**src/rtl/ex_muldiv.sv**
```systemverilog
// Iterative RV32M multiply/divide unit for the EX stage.
// Radix-2 shift-add multiply, restoring divide, early-out for div-by-zero and signed overflow.
module ex_muldiv #(
    parameter int XLEN       = 32,
    parameter int REG_ADDR_W = 5
) (
    input  logic                  clk_in,
    input  logic                  rst_in,
    input  logic                  start_in,
    input  logic [2:0]            op_in,
    input  logic [XLEN-1:0]       rs1_val_in,
    input  logic [XLEN-1:0]       rs2_val_in,
    input  logic                  rd_in,
    input  logic [REG_ADDR_W-1:0] rd_addr_in,
    input  logic                  flush_in,
    output logic                  stallreq_out,
    output logic                  done_out,
    output logic                  rd_out,
    output logic [REG_ADDR_W-1:0] rd_addr_out,
    output logic [XLEN-1:0]       rd_val_out
);
    localparam int CW = $clog2(XLEN);
    localparam logic [1:0] S_IDLE = 2'd0;
    localparam logic [1:0] S_CALC = 2'd1;
    localparam logic [1:0] S_DONE = 2'd2;
    localparam logic [XLEN-1:0] MIN_NEG = {1'b1, {(XLEN-1){1'b0}}};

    logic [1:0]            state_q, state_d;
    logic [CW-1:0]         cnt_q, cnt_d;
    logic [2:0]            op_q, op_d;
    logic                  rd_en_q, rd_en_d;
    logic [REG_ADDR_W-1:0] addr_q, addr_d;
    logic                  neg_q, neg_d;
    logic [XLEN-1:0]       opnd_q, opnd_d;
    logic [2*XLEN-1:0]     acc_q, acc_d;
    logic                  done_q, done_d;
    logic                  rd_q, rd_d;
    logic [REG_ADDR_W-1:0] rd_addr_q, rd_addr_d;
    logic [XLEN-1:0]       rd_val_q, rd_val_d;

    // Operand decode in IDLE: magnitudes, result sign and early-out detection
    logic            is_div, a_signed, b_signed, sa, sb, neg_in, div_zero, div_ovf;
    logic [XLEN-1:0] mag_a, mag_b, early_val;

    always_comb begin
        is_div    = op_in[2];
        a_signed  = (op_in == 3'd1) || (op_in == 3'd2) || (op_in == 3'd4) || (op_in == 3'd6);
        b_signed  = (op_in == 3'd1) || (op_in == 3'd4) || (op_in == 3'd6);
        sa        = a_signed & rs1_val_in[XLEN-1];
        sb        = b_signed & rs2_val_in[XLEN-1];
        mag_a     = sa ? -rs1_val_in : rs1_val_in;
        mag_b     = sb ? -rs2_val_in : rs2_val_in;
        neg_in    = (is_div && op_in[1]) ? sa : (sa ^ sb);
        div_zero  = is_div && (rs2_val_in == '0);
        div_ovf   = (op_in == 3'd4 || op_in == 3'd6) && (rs1_val_in == MIN_NEG) && (rs2_val_in == '1);
        if (div_zero)
            early_val = op_in[1] ? rs1_val_in : '1;
        else
            early_val = op_in[1] ? '0 : MIN_NEG;
    end

    // One iteration: multiply shifts the multiplier out of acc[0]; divide shifts the dividend in
    logic [XLEN:0]     mul_sum, rem_sh, diff;
    logic [2*XLEN-1:0] mul_next, div_next, acc_nx, prod_s;
    logic [XLEN-1:0]   quo_s, rem_s, final_val;

    always_comb begin
        mul_sum  = {1'b0, acc_q[2*XLEN-1:XLEN]} + (acc_q[0] ? {1'b0, opnd_q} : '0);
        mul_next = {mul_sum, acc_q[XLEN-1:1]};
        rem_sh   = acc_q[2*XLEN-1:XLEN-1];
        diff     = rem_sh - {1'b0, opnd_q};
        if (diff[XLEN])
            div_next = {rem_sh[XLEN-1:0], acc_q[XLEN-2:0], 1'b0};
        else
            div_next = {diff[XLEN-1:0], acc_q[XLEN-2:0], 1'b1};
        acc_nx = op_q[2] ? div_next : mul_next;
        prod_s = neg_q ? -acc_nx : acc_nx;
        quo_s  = neg_q ? -acc_nx[XLEN-1:0] : acc_nx[XLEN-1:0];
        rem_s  = neg_q ? -acc_nx[2*XLEN-1:XLEN] : acc_nx[2*XLEN-1:XLEN];
        case (op_q)
            3'd0:             final_val = prod_s[XLEN-1:0];
            3'd1, 3'd2, 3'd3: final_val = prod_s[2*XLEN-1:XLEN];
            3'd4, 3'd5:       final_val = quo_s;
            default:          final_val = rem_s;
        endcase
    end

    always_comb begin
        state_d   = state_q;
        cnt_d     = cnt_q;
        op_d      = op_q;
        rd_en_d   = rd_en_q;
        addr_d    = addr_q;
        neg_d     = neg_q;
        opnd_d    = opnd_q;
        acc_d     = acc_q;
        done_d    = 1'b0;
        rd_d      = 1'b0;
        rd_addr_d = '0;
        rd_val_d  = '0;
        case (state_q)
            S_IDLE: begin
                if (start_in && !flush_in) begin
                    op_d    = op_in;
                    rd_en_d = rd_in;
                    addr_d  = rd_addr_in;
                    neg_d   = neg_in;
                    opnd_d  = is_div ? mag_b : mag_a;
                    acc_d   = {{XLEN{1'b0}}, (is_div ? mag_a : mag_b)};
                    cnt_d   = '0;
                    if (div_zero || div_ovf) begin
                        state_d   = S_DONE;
                        done_d    = 1'b1;
                        rd_d      = rd_in;
                        rd_addr_d = rd_addr_in;
                        rd_val_d  = early_val;
                    end else begin
                        state_d = S_CALC;
                    end
                end
            end
            S_CALC: begin
                if (flush_in) begin
                    state_d = S_IDLE;
                end else begin
                    acc_d = acc_nx;
                    cnt_d = cnt_q + 1'b1;
                    if (cnt_q == CW'(XLEN-1)) begin
                        state_d   = S_DONE;
                        done_d    = 1'b1;
                        rd_d      = rd_en_q;
                        rd_addr_d = addr_q;
                        rd_val_d  = final_val;
                    end
                end
            end
            default: state_d = S_IDLE;
        endcase
    end

    always_ff @(posedge clk_in or posedge rst_in) begin
        if (rst_in) begin
            state_q   <= S_IDLE;
            cnt_q     <= '0;
            op_q      <= '0;
            rd_en_q   <= 1'b0;
            addr_q    <= '0;
            neg_q     <= 1'b0;
            opnd_q    <= '0;
            acc_q     <= '0;
            done_q    <= 1'b0;
            rd_q      <= 1'b0;
            rd_addr_q <= '0;
            rd_val_q  <= '0;
        end else begin
            state_q   <= state_d;
            cnt_q     <= cnt_d;
            op_q      <= op_d;
            rd_en_q   <= rd_en_d;
            addr_q    <= addr_d;
            neg_q     <= neg_d;
            opnd_q    <= opnd_d;
            acc_q     <= acc_d;
            done_q    <= done_d;
            rd_q      <= rd_d;
            rd_addr_q <= rd_addr_d;
            rd_val_q  <= rd_val_d;
        end
    end

    assign stallreq_out = ((state_q == S_IDLE) && start_in && !flush_in) || (state_q == S_CALC);
    assign done_out     = done_q;
    assign rd_out       = rd_q;
    assign rd_addr_out  = rd_addr_q;
    assign rd_val_out   = rd_val_q;
endmodule

```
**config.mk**
```make
export PLATFORM = sky130hd
export DESIGN_NAME = ex_muldiv
export DESIGN_NICKNAME = d
export VERILOG_FILES = /design/src/rtl/ex_muldiv.sv
export SDC_FILE = /design/constraint.sdc
export NUM_CORES = 1
export LEC_CHECK = 0
export ABC_AREA = 1
export BUFFER_PORTS_ARGS = -buffer_cell sky130_fd_sc_hd__buf_4
export CAP_MARGIN = 10
export CORE_ASPECT_RATIO = 2
export CORE_UTILIZATION = 40
export CTS_BUF_LIST = sky130_fd_sc_hd__clkbuf_4 sky130_fd_sc_hd__clkbuf_8
export DETAILED_ROUTE_END_ITERATION = 7
export GPL_TIMING_DRIVEN = 0
export SYNTH_ARGS = -nofsm -noshare
export SYNTH_HDL_FRONTEND = slang
export SYNTH_SLANG_ARGS = --single-unit
```
**constraint.sdc**
```tcl
create_clock -name clk_in -period 5.56 [get_ports clk_in]
set_input_delay 1.112 -clock clk_in [delete_from_list [all_inputs] [get_ports clk_in]]
set_output_delay 1.112 -clock clk_in [all_outputs]
set_load 0.1 [all_outputs]
```
==> results of run 1 <==
-- worst reg2reg max path: stages, from the launching register on --
cell and delay, ns:
dfrtp_1 0.42, inv_1 0.16, ha_1 0.40, nand2_2 0.14, inv_1 0.05, nand2_1 0.06, nand2_1 0.17, a21oi_2 0.24
nand2_4 0.10, nand2_2 0.13, nand2_2 0.11, nand2_4 0.14, nand2_2 0.10, nand2_1 0.12, nand2_1 0.11, nor2_1 0.31
nand2_1 0.13, nor2_1 0.66, nand3_1 0.18, o21ai_2 0.39, nand2_1 0.30, xor2_1 0.23, a21oi_1 0.08, o21ai_1 0.48
-- cell families (layout without fill, tap and decap cells) --
logic type      count (synthesis)  count (layout)  synth area share (%)
compound gates                497             497                  17.6
xor+xnor                      112             112                  5.87
fa+ha+maj                      73              73                  5.55
buf+inv                       514             667                  11.9
flops                         152             152                  22.8
other cells                     0               2                     0
simple gates                 1430            1430                  36.2
-- state kept, by name, indices dropped and copies added, names as in the netlist --
signal	count
acc_q	64
addr_q	5
cnt_q	5
done_out	1
neg_q	1
op_q	3
opnd_q	32
rd_addr_out	5
rd_en_q	1
rd_out	1
rd_val_out	32
state_q	2
-- timing repair --
| action | in CTS | in global routing |
|---|---|---|
| resized for setup | 16 | 22 |
| endpoints found under the setup margin | 26 | 16 |
| setup buffers | 4 | 3 |
| pin swaps | 1 | 5 |
| hold endpoints to repair | 0 | 0 |
-- layer usage --
layer / GRT usage [%] / vias to the layer above / share of wire, %
li1: - / 9310 / -
met1: 36.8 / 9125 / 31
met2: 77.6 / 871 / 52
met3: 5.17 / 387 / 4.5
met4: 46.6 / 0 / 13
met5: 0 / - / 0
-- path summary, 6_finish.rpt --
kind	slack [ns]	endpoint	from
max	0.17	rd_val_out[13]	opnd_q[15]
min	0.48	rd_val_out[25]	state_q[1]
max reg2reg	0.17	rd_val_out[13]	opnd_q[15]
min reg2reg	0.48	rd_val_out[25]	state_q[1]
max in group asynchronous	3.96	opnd_q[0]	rst_in
min in group asynchronous	0.67	rd_val_out[24]	rst_in
-- stage by stage --
step                      setup TNS, ns  util [%]  cell area, sq um  worst slack (ns)  total power [mW]
final                                 0      45.9             18900             0.167              9.92
after global routing            -0.0150      45.9             18900           -0.0150              10.6
after CTS                             0      45.6             18800           0.00161              9.66
after detailed placement         -11.04      44.5             18300            -0.976              8.71
after global placement          -232.08      44.4             18300             -1.49              8.65
after floorplan                       0         -             16700             0.355              6.30
-- cells in the final DEF (no fill, tap or decap), types with 17 or more instances in the layout --
master | synthesis | routed
nand3_1 | 189 | 187
a22oi_1 | 39 | 39
dfrtp_1 | 152 | 146
xnor2_1 | 29 | 29
nor3_1 | 33 | 33
o21ai_1 | 16 | 17
o221ai_1 | 21 | 21
ha_1 | 71 | 69
o22ai_1 | 26 | 26
a21oi_1 | 115 | 114
clkbuf_1 | 62 | 60
nand3b_1 | 18 | 18
nand2_2 | 25 | 25
nand4_1 | 42 | 42
xor2_1 | 83 | 83
nor2_1 | 272 | 268
nand2_1 | 806 | 800
o21ai_0 | 193 | 192
buf_4 | 3 | 125
inv_1 | 405 | 402
clkbuf_8 | 0 | 19
o211ai_1 | 30 | 30
-- power by group through the flow --
stage	clock, mW	combinational [mW]	sequential, mW
5_1_grt	0.944	8.01	1.66
4_1_cts	0.906	7.13	1.62
2_1_floorplan	0	4.80	1.49
3_3_place_gp	0	7.02	1.63
3_5_place_dp	0	7.08	1.63
6_report	0.899	7.38	1.65
-- cells in the mapped netlist, types with 9 or more instances --
| library cell | instances |
|---|---|
| nand2_1 | 806 |
| inv_1 | 405 |
| nor2_1 | 272 |
| o21ai_0 | 193 |
| nand3_1 | 189 |
| dfrtp_1 | 152 |
| a21oi_1 | 115 |
| xor2_1 | 83 |
| ha_1 | 71 |
| clkbuf_1 | 62 |
| nand4_1 | 42 |
| a22oi_1 | 39 |
| nor3_1 | 33 |
| o211ai_1 | 30 |
| xnor2_1 | 29 |
| o22ai_1 | 26 |
| nand2_2 | 25 |
| o221ai_1 | 21 |
| nand3b_1 | 18 |
| o21ai_1 | 16 |
| buf_2 | 15 |
| inv_2 | 14 |
| a21o_1 | 9 |
| or2_2 | 9 |
-- cell type report --
class	count	area (sq um)
fill	4618	22300
multi-input combinational	2112	11000
sequential	152	3810
inverter	423	1600
timing repair buffer	123	943
tap	535	669
buffer	90	407
clock buffer	21	277
clock inverter	10	120
antenna	2	5.00
==> results.md, run 1 <==
* Status: completed
* Drt pass-1 iters at 7
* Peak supply drop at between 0.00015 and 0.0002 V
* CP Cell Sequence: inv_1 > ha_1 > nand2_2 > inv_1 > nand2_1 > nand2_1 > a21oi_2 > nand2_4 > nand2_2 > nand2_2 > nand2_4 > nand2_2 > nand2_1 > nand2_1 > nor2_1 > nand2_1 > nor2_1 > nand3_1 > o21ai_2 > nand2_1 > xor2_1 > a21oi_1 > o21ai_1
* Most used DFF post-synth: dfrtp_1
* Share of cells above drive strength 1 at 9.69%
* R2R depth at 23
* TritonCTS Buffers at 17
* Critical path's top delay family: simple AND/OR/NAND/NOR gates
* Synthesized instance count at 2,778
* Final clock skew at about 0.021 ns
* Hold Buf Count CTS at 0
* Logic pwr share at approximately three quarters
* WHS Path Cells at 1
* Chip Height at between 200 and 300 um
* Nets at about 3.1k
* Die area at between 0.04 and 0.05 sq mm
* Critical path class: register to register
* Finished Layout Cells at about 3.5k
* Period minus WS final at roughly 5.4 ns
* Overall routing resource usage at 42.0%
* H-tree depth at 4
* CP Max Fanout at 4
* Hold violation total from the final report at 0
* Clock share of power at 9.1%
* CP Launch Type: register
* Port Buffer Count at 115
* First-pass GRT wire length at approximately 130,000 um
* Most frequent CP cell: nand2_1
* Mean number of vias per cell at 5.68
* Yosys warnings at 0
* Net Count, Synth at slightly below 3k
* Initial antenna violation count at 2
* Critical path buffer and inverter count at 2
* Final HPWL DP at roughly 76,000 um
* EDFF count, synth at 0
* Distinct cells, synth at 57
* DRC at 0
* Clock Latency Late Sink at 0.52 ns
* Worst hold path class: register to register
* Reg clk slew, reported paths at 0.09 ns
* Tcrit/Tclk final at 97.0%
* Vias in the first global route at 20.3k
* Seq cells post-synth at 152
* Mean Syn Cell Area at roughly 6.0 sq um
* Hold_ws at around 0.48 ns
* Final Max Slew Viols at 0
* Sw Ratio at between 60% and 70%
* Worst slew margin at roughly 11%
* Clk sink count at between 150 and 200
* Power Density at 526 mW/mm^2
* CTS tree: yes
* Drt wl/cell at 25.8 um
* CP Capture Type: register
* Antenna-violating nets left at 0
* Post-synth ARST share at 100%
* Row count at 105
* Via count at slightly below 20k
* Pint at 3.87 mW
* Worst EP arrival at ~5.7 ns
* Post-synth top area share at 22.8%
* WL final at 89,300 um
* Sw power at roughly 6.1 mW
* WP data required at about 5.9 ns
* Max Fclk at ~190 MHz
* Crit path max-delay cell type: nor2_1
* Placed cells at approximately 3.4k
* Worst path depth at 23
* Ports at about 120
* Clock tree root buffer cell: clkbuf_8
* Leakage dissipation at 9.83 nW
* Final setup fails at 0
* Area contributors post-synth: dfrtp_1 23%, nand2_1 18%, inv_1 9.1%
* Largest net degree at the start of global routing at 89
* Worst slew pin tran at roughly 1.3 ns
* Chip width at about 150 um
* Yosys top cell by area: dfrtp_1
* 1st-iter DRT viols at between 1k and 1.5k
* CTS Buffer Depth at 2
* Core area at approximately 0.04 sq mm
* Initial core utilization at roughly 41%
* Max incr delay on CP at about 0.66 ns
* Max_cap viols at 0
* Flop pwr share at between 10% and 20%
* Seq/Total Area, Yosys at between 20% and 30%
* Layout area overhead at 12.8%
* Final RePlAce weighted congestion at 1.07
* Post-synthesis cell area at between 0.015 and 0.02 sq mm
* GRT Residual Overflow at 0
No activity file was read; power rests on OpenSTA's default activity.
==> run 2, diff against run 1 <==
--- a/config.mk
+++ b/config.mk
@@ -8,11 +8,14 @@
 export ABC_AREA = 1
 export BUFFER_PORTS_ARGS = -buffer_cell sky130_fd_sc_hd__buf_4
 export CAP_MARGIN = 10
+export CELL_PAD_IN_SITES_DETAIL_PLACEMENT = 1
+export CELL_PAD_IN_SITES_GLOBAL_PLACEMENT = 1
 export CORE_ASPECT_RATIO = 2
 export CORE_UTILIZATION = 40
 export CTS_BUF_LIST = sky130_fd_sc_hd__clkbuf_4 sky130_fd_sc_hd__clkbuf_8
 export DETAILED_ROUTE_END_ITERATION = 7
 export GPL_TIMING_DRIVEN = 0
+export PLACE_DENSITY_LB_ADDON = 0.1
 export SYNTH_ARGS = -nofsm -noshare
 export SYNTH_HDL_FRONTEND = slang
 export SYNTH_SLANG_ARGS = --single-unit
==> run 2 against run 1 <==
Against the previous run: via count up 4.0%; worst hold slack better by 0.012 ns; clock skew down 0.0030 ns; die area unchanged.
==> results.md, run 2 (synthesis results as in run 1) <==
* Worst slack, placed at -1.12 ns
* Reg clk slew, reported paths at 0.09 ns
* Final RePlAce weighted congestion at roughly 1.1
* Row count at ~110
* Power Density at ~540 mW/mm^2
* GRT Residual Overflow at 0
* WP data required at 6.02 ns
* Overall routing resource usage at around 45%
* Max incr delay on CP at approximately 0.44 ns
* Hold Buf Count CTS at 0
* RSZ-0062 raised after global routing: no
* Port Buffer Count at about 120
* WL final at 94,300 um
* Core area at 0.0411 sq mm
* H-tree depth at 4
* Drt wl/cell at between 20 and 30 um
* Share of cells above drive strength 1 at 9.82%
* Leakage dissipation at roughly 10 nW
* Final core occ at a little under half
* Period minus WS final at about 5.4 ns
* Worst slew pin tran at around 1.2 ns
* Most frequent CP cell: nand2_1
* CTS tree: yes
* Via count at between 20k and 25k
* Power consumption at 10.1 mW
* Final Max Slew Viols at 0
* Clock tree root buffer cell: clkbuf_8
* Placed cells at between 3k and 4k
* Antenna-violating nets left at 0
* Commonest cells after routing, fill and taps aside: 801 x nand2_1, 401 x inv_1, 270 x nor2_1
* Chip width at 147 um
* CP Launch Type: register
* Finished Layout Cells at approximately 3.5k
* Critical path class: register to register
* Largest net degree at the start of global routing at 94
* Final setup fails at 0
* Clock Latency Late Sink at 0.55 ns
* Worst hold path class: register to register
* Ports at ~120
* Tcrit/Tclk final at between 90% and 100%
* Mean number of vias per cell at around 5.9
* Worst slew margin at 16.8%
* Final WS setup at 0.138 ns
* CP Capture Type: register
* First-pass GRT wire length at 137,000 um
* Peak supply drop at slightly below 0.0002 V
* Status: completed
* CP Max Fanout at 4
* Vias in the first global route at 22.3k
* Most common cell after layout, fill and taps aside: nand2_1
* Max reg flops at 64
* Nets at 3,069
* Initial antenna violation count at 2
* DRC at 0
* Top reg by flops: acc_q
* Max_cap viols at 0
* Crit path max-delay cell type: dfrtp_1
* Layout area overhead at 13.0%
* Die area at 0.0427 sq mm
* CTS Buffer Depth at 2
* Drt pass-1 iters at 7
* TritonCTS Buffers at 17
* Final HPWL DP at between 80,000 and 90,000 um
* Chip Height at 291 um
* Clk sink count at between 150 and 200
* 1st-iter DRT viols at approximately 1.0k
* Hold violation total from the final report at 0
* Final clock skew at ~0.018 ns
* Initial core utilization at 40.7%
* Worst EP arrival at around 6 ns
* Max Fclk at around 180 MHz
[run 2: cell types whose count changed in the layout (fill, tap and decap cells not counted), sizes merged]
| cell | delta |
|---|---|
| buf | +1 |
| clkbuf | -3 |
| clkinv | +1 |
| inv | +2 |
[run 2: final cells by class]
type,count,area (sq um)
Antenna cell,2,5.00
Buffer,90,407
Clock buffer,19,255
Clock inverter,13,145
Fill cell,5741,22200
Inverter,423,1600
Multi-Input combinational cell,2112,11100
Sequential cell,152,3810
Tap cell,535,669
Timing Repair Buffer,123,945
[run 2: stage by stage]
step / hold WS (ns) / area [sq um] / TNS (ns)
after floorplan: 0.423 / 16700 / 0
after global placement: 0.461 / 18300 / -219.50
after detailed placement: 0.477 / 18300 / -12.71
after CTS: 0.485 / 18800 / -0.000966
after global routing: 0.518 / 18900 / 0
final: 0.490 / 18900 / 0
[run 2: worst max-delay path, delay by kind of cell, from the launching register on]
family,cells,cell delay [ns]
AO/OA/AOI/OAI,2,0.33
XOR/XNOR,1,0.24
AND/OR/NAND/NOR,22,3.07
flip-flops,1,0.44
adder cells (fa/ha/maj),2,0.57
buffers and inverters,6,0.67
[run 2: final timing paths]
check                           start             end  slack, ns  cells past startpoint
min in group asynchronous      rst_in  rd_addr_out[3]       0.63                      2
max in group asynchronous      rst_in       opnd_q[0]       3.96                      3
hold / removal             state_q[1]  rd_val_out[25]       0.49                      1
setup / recovery            opnd_q[7]  rd_val_out[10]       0.14                     33
hold reg to reg            state_q[1]  rd_val_out[25]       0.49                      1
setup reg to reg            opnd_q[7]  rd_val_out[10]       0.14                     33
[run 2: timing repair]
action / 4_1_cts / 5_1_grt
resized for setup: 19 / 24
endpoints found under the hold margin: 0 / 0
cloned: 0 / 0
pin swaps: 1 / 4
buffers inserted: 4 / 2
setup endpoints to repair: 28 / 21
[run 2: power by group]
| part | internal, mW | switching, mW |
|---|---|---|
| clock | 0.418 | 0.510 |
| combinational | 2.11 | 5.43 |
| sequential | 1.34 | 0.321 |
[run 2: per-layer routing]
| layer | GRT usage [%] | up-vias | share of wire (%) |
|---|---|---|---|
| met5 | 0 | - | 0 |
| met3 | 8.20 | 510 | 4.4 |
| li1 | - | 9281 | - |
| met4 | 55.4 | 0 | 14 |
| met2 | 80.4 | 864 | 51 |
| met1 | 37.3 | 9824 | 31 |
==> run 3, diff against run 2 <==
--- a/config.mk
+++ b/config.mk
@@ -11,8 +11,8 @@
 export CELL_PAD_IN_SITES_DETAIL_PLACEMENT = 1
 export CELL_PAD_IN_SITES_GLOBAL_PLACEMENT = 1
 export CORE_ASPECT_RATIO = 2
-export CORE_UTILIZATION = 40
-export CTS_BUF_LIST = sky130_fd_sc_hd__clkbuf_4 sky130_fd_sc_hd__clkbuf_8
+export CORE_UTILIZATION = 35
+export CTS_BUF_LIST = sky130_fd_sc_hd__clkbuf_16
 export DETAILED_ROUTE_END_ITERATION = 7
 export GPL_TIMING_DRIVEN = 0
 export PLACE_DENSITY_LB_ADDON = 0.1
==> run 3 against run 2 <==
Against the previous run: combinational power increased by 1%; clock skew increased by 0.0014 ns; final cell count increased by 2.8%; non-clock buffer count increased by 4.
==> results.md, run 3 (synthesis results as in run 1) <==
* CP Max Fanout at 4
* Period minus WS final at 5.36 ns
* Hold violation total from the final report at 0
* GRT Residual Overflow at 0
* Nets at just over 3k
* CTS Buffer Depth at 2
* H-tree depth at 4
* Share of cells above drive strength 1 at between 10% and 20%
* Final Max Slew Viols at 0
* Worst r2r dst: rd_val_out[18]
* Via count at roughly 20k
* 1st-iter DRT viols at about 1.0k
* Core area at ~0.047 sq mm
* Finished Layout Cells at around 3.6k
* TritonCTS Buffers at 17
* Reg clk slew, reported paths at approximately 0.070 ns
* Top reg by flops: acc_q
* Power consumption at ~11 mW
* Max Fclk at 187 MHz
* Port Buffer Count at 115
* Leakage dissipation at between 9 and 10 nW
* R2R depth at 36
* CP startpoint: acc_q[31]
* Min-delay src: state_q[1]
* Hold EP: rd_val_out[25]
* Drt wl/cell at ~27 um
* Die area at 0.0487 sq mm
* CP Capture Type: register
* Post-DP Area at around 0.018 sq mm
* Power Density at 545 mW/mm^2
* Commonest cells after routing, fill and taps aside: 795 x nand2_1, 401 x inv_1, 267 x nor2_1
* Worst slew pin tran at ~1.3 ns
* Clock Latency Late Sink at about 0.48 ns
* Layout area overhead at 15.3%
* Status: completed
* WL final at slightly below 100,000 um
* Worst R2R Setup Slack at just over 0.2 ns
* Crit path max-delay cell type: dfrtp_1
* DRC at 0
* Mean number of vias per cell at approximately 5.6
* Drt pass-1 iters at 5
* Final setup fails at 0
* Antenna-violating nets left at 0
* Largest net degree at the start of global routing at slightly above 80
* Vias in the first global route at 21.7k
* Worst slew margin at a little over a tenth
* Reg2Reg Launch Point: acc_q[31]
* Initial core utilization at between 30 and 40%
* First-pass GRT wire length at 139,000 um
* Max reg flops at 64
* Max_cap viols at 0
* Max incr delay on CP at approximately 0.44 ns
* Final core occ at 41.1%
* Final RePlAce weighted congestion at ~1.0
* Clk sink count at 152
* WHS Path Cells at 1
* Tcrit/Tclk final at 96.4%
* Final HPWL DP at roughly 80,000 um
* Final clock skew at about 0.019 ns
* Ports at approximately 120
* CP Launch Type: register
* Initial antenna violation count at 4
* CTS tree: yes
* Most common cell after layout, fill and taps aside: nand2_1
* Clock tree root buffer cell: clkbuf_16
* Overall routing resource usage at between 40% and 50%
* Worst EP arrival at roughly 5.8 ns
* Row count at between 100 and 150
* Critical path class: register to register
* Peak supply drop at ~0.00023 V
* WP data required at a little under 6 ns
* Hold_ws at 0.477 ns
* Most frequent CP cell: nand2_1
* Placed cells at about 3.5k
* Worst hold path class: register to register
* Chip Height at 311 um
* Chip width at about 160 um
* Final instance area at 0.0193 sq mm
run 3: cell type report:
| cell class | count | area, sq um |
|---|---|---|
| fill | 6351 | 27700 |
| multi-input combinational | 2112 | 11100 |
| sequential | 152 | 3810 |
| inverter | 423 | 1600 |
| timing repair buffer | 127 | 981 |
| tap | 627 | 785 |
| clock buffer | 17 | 425 |
| buffer | 90 | 409 |
| clock inverter | 15 | 158 |
| antenna | 2 | 5.00 |
run 3: how the worst max path moves through the flow:
stage	to	slack, ns	cells after the start
6_report	rd_val_out[18]	0.20	36
5_1_grt	rd_val_out[18]	-0.07	36
4_1_cts	rd_val_out[18]	0.03	36
3_5_place_dp	rd_val_out[22]	-1.36	35
3_3_place_gp	acc_q[34]	-1.84	2
2_1_floorplan	acc_q[0]	0.35	1
run 3: worst max-delay path: cells and delay by family (launching register included):
kind | cells | cell delay, ns
and+or+nand+nor | 26 | 3.24
buffers and inverters | 6 | 0.68
xor gates and xnor gates | 1 | 0.16
adders and majority gates | 3 | 0.72
DFF | 1 | 0.44
run 3: metrics by stage:
| stage | setup slack [ns] | setup TNS (ns) |
|---|---|---|
| after global routing | -0.0689 | -0.219 |
| final | 0.202 | 0 |
| after global placement | -1.84 | -288.77 |
| after floorplan | 0.355 | 0 |
| after CTS | 0.0293 | 0 |
| after detailed placement | -1.36 | -16.82 |
run 3: what timing repair did:
action                                  4_1_cts  5_1_grt
resized for setup                            21       35
hold buffers                                  0        0
endpoints found under the setup margin       28       24
endpoints found under the hold margin         0        0
pin swaps                                     3       11
setup buffers                                 5        5
run 3: metal layers:
metal	vias to the layer above	global-route usage, %	routed length, um
met1	9616	34.8	30400
met4	4	48.2	12900
met3	449	7.31	4060
met5	-	0	29
li1	9293	-	-
met2	706	72.5	49600
run 3: power breakdown:
part | internal (mW) | switching, mW | leakage, nW
registers | 1.34 | 0.309 | 1.98
clock network | 0.634 | 0.591 | 0.275
logic | 2.13 | 5.50 | 7.68
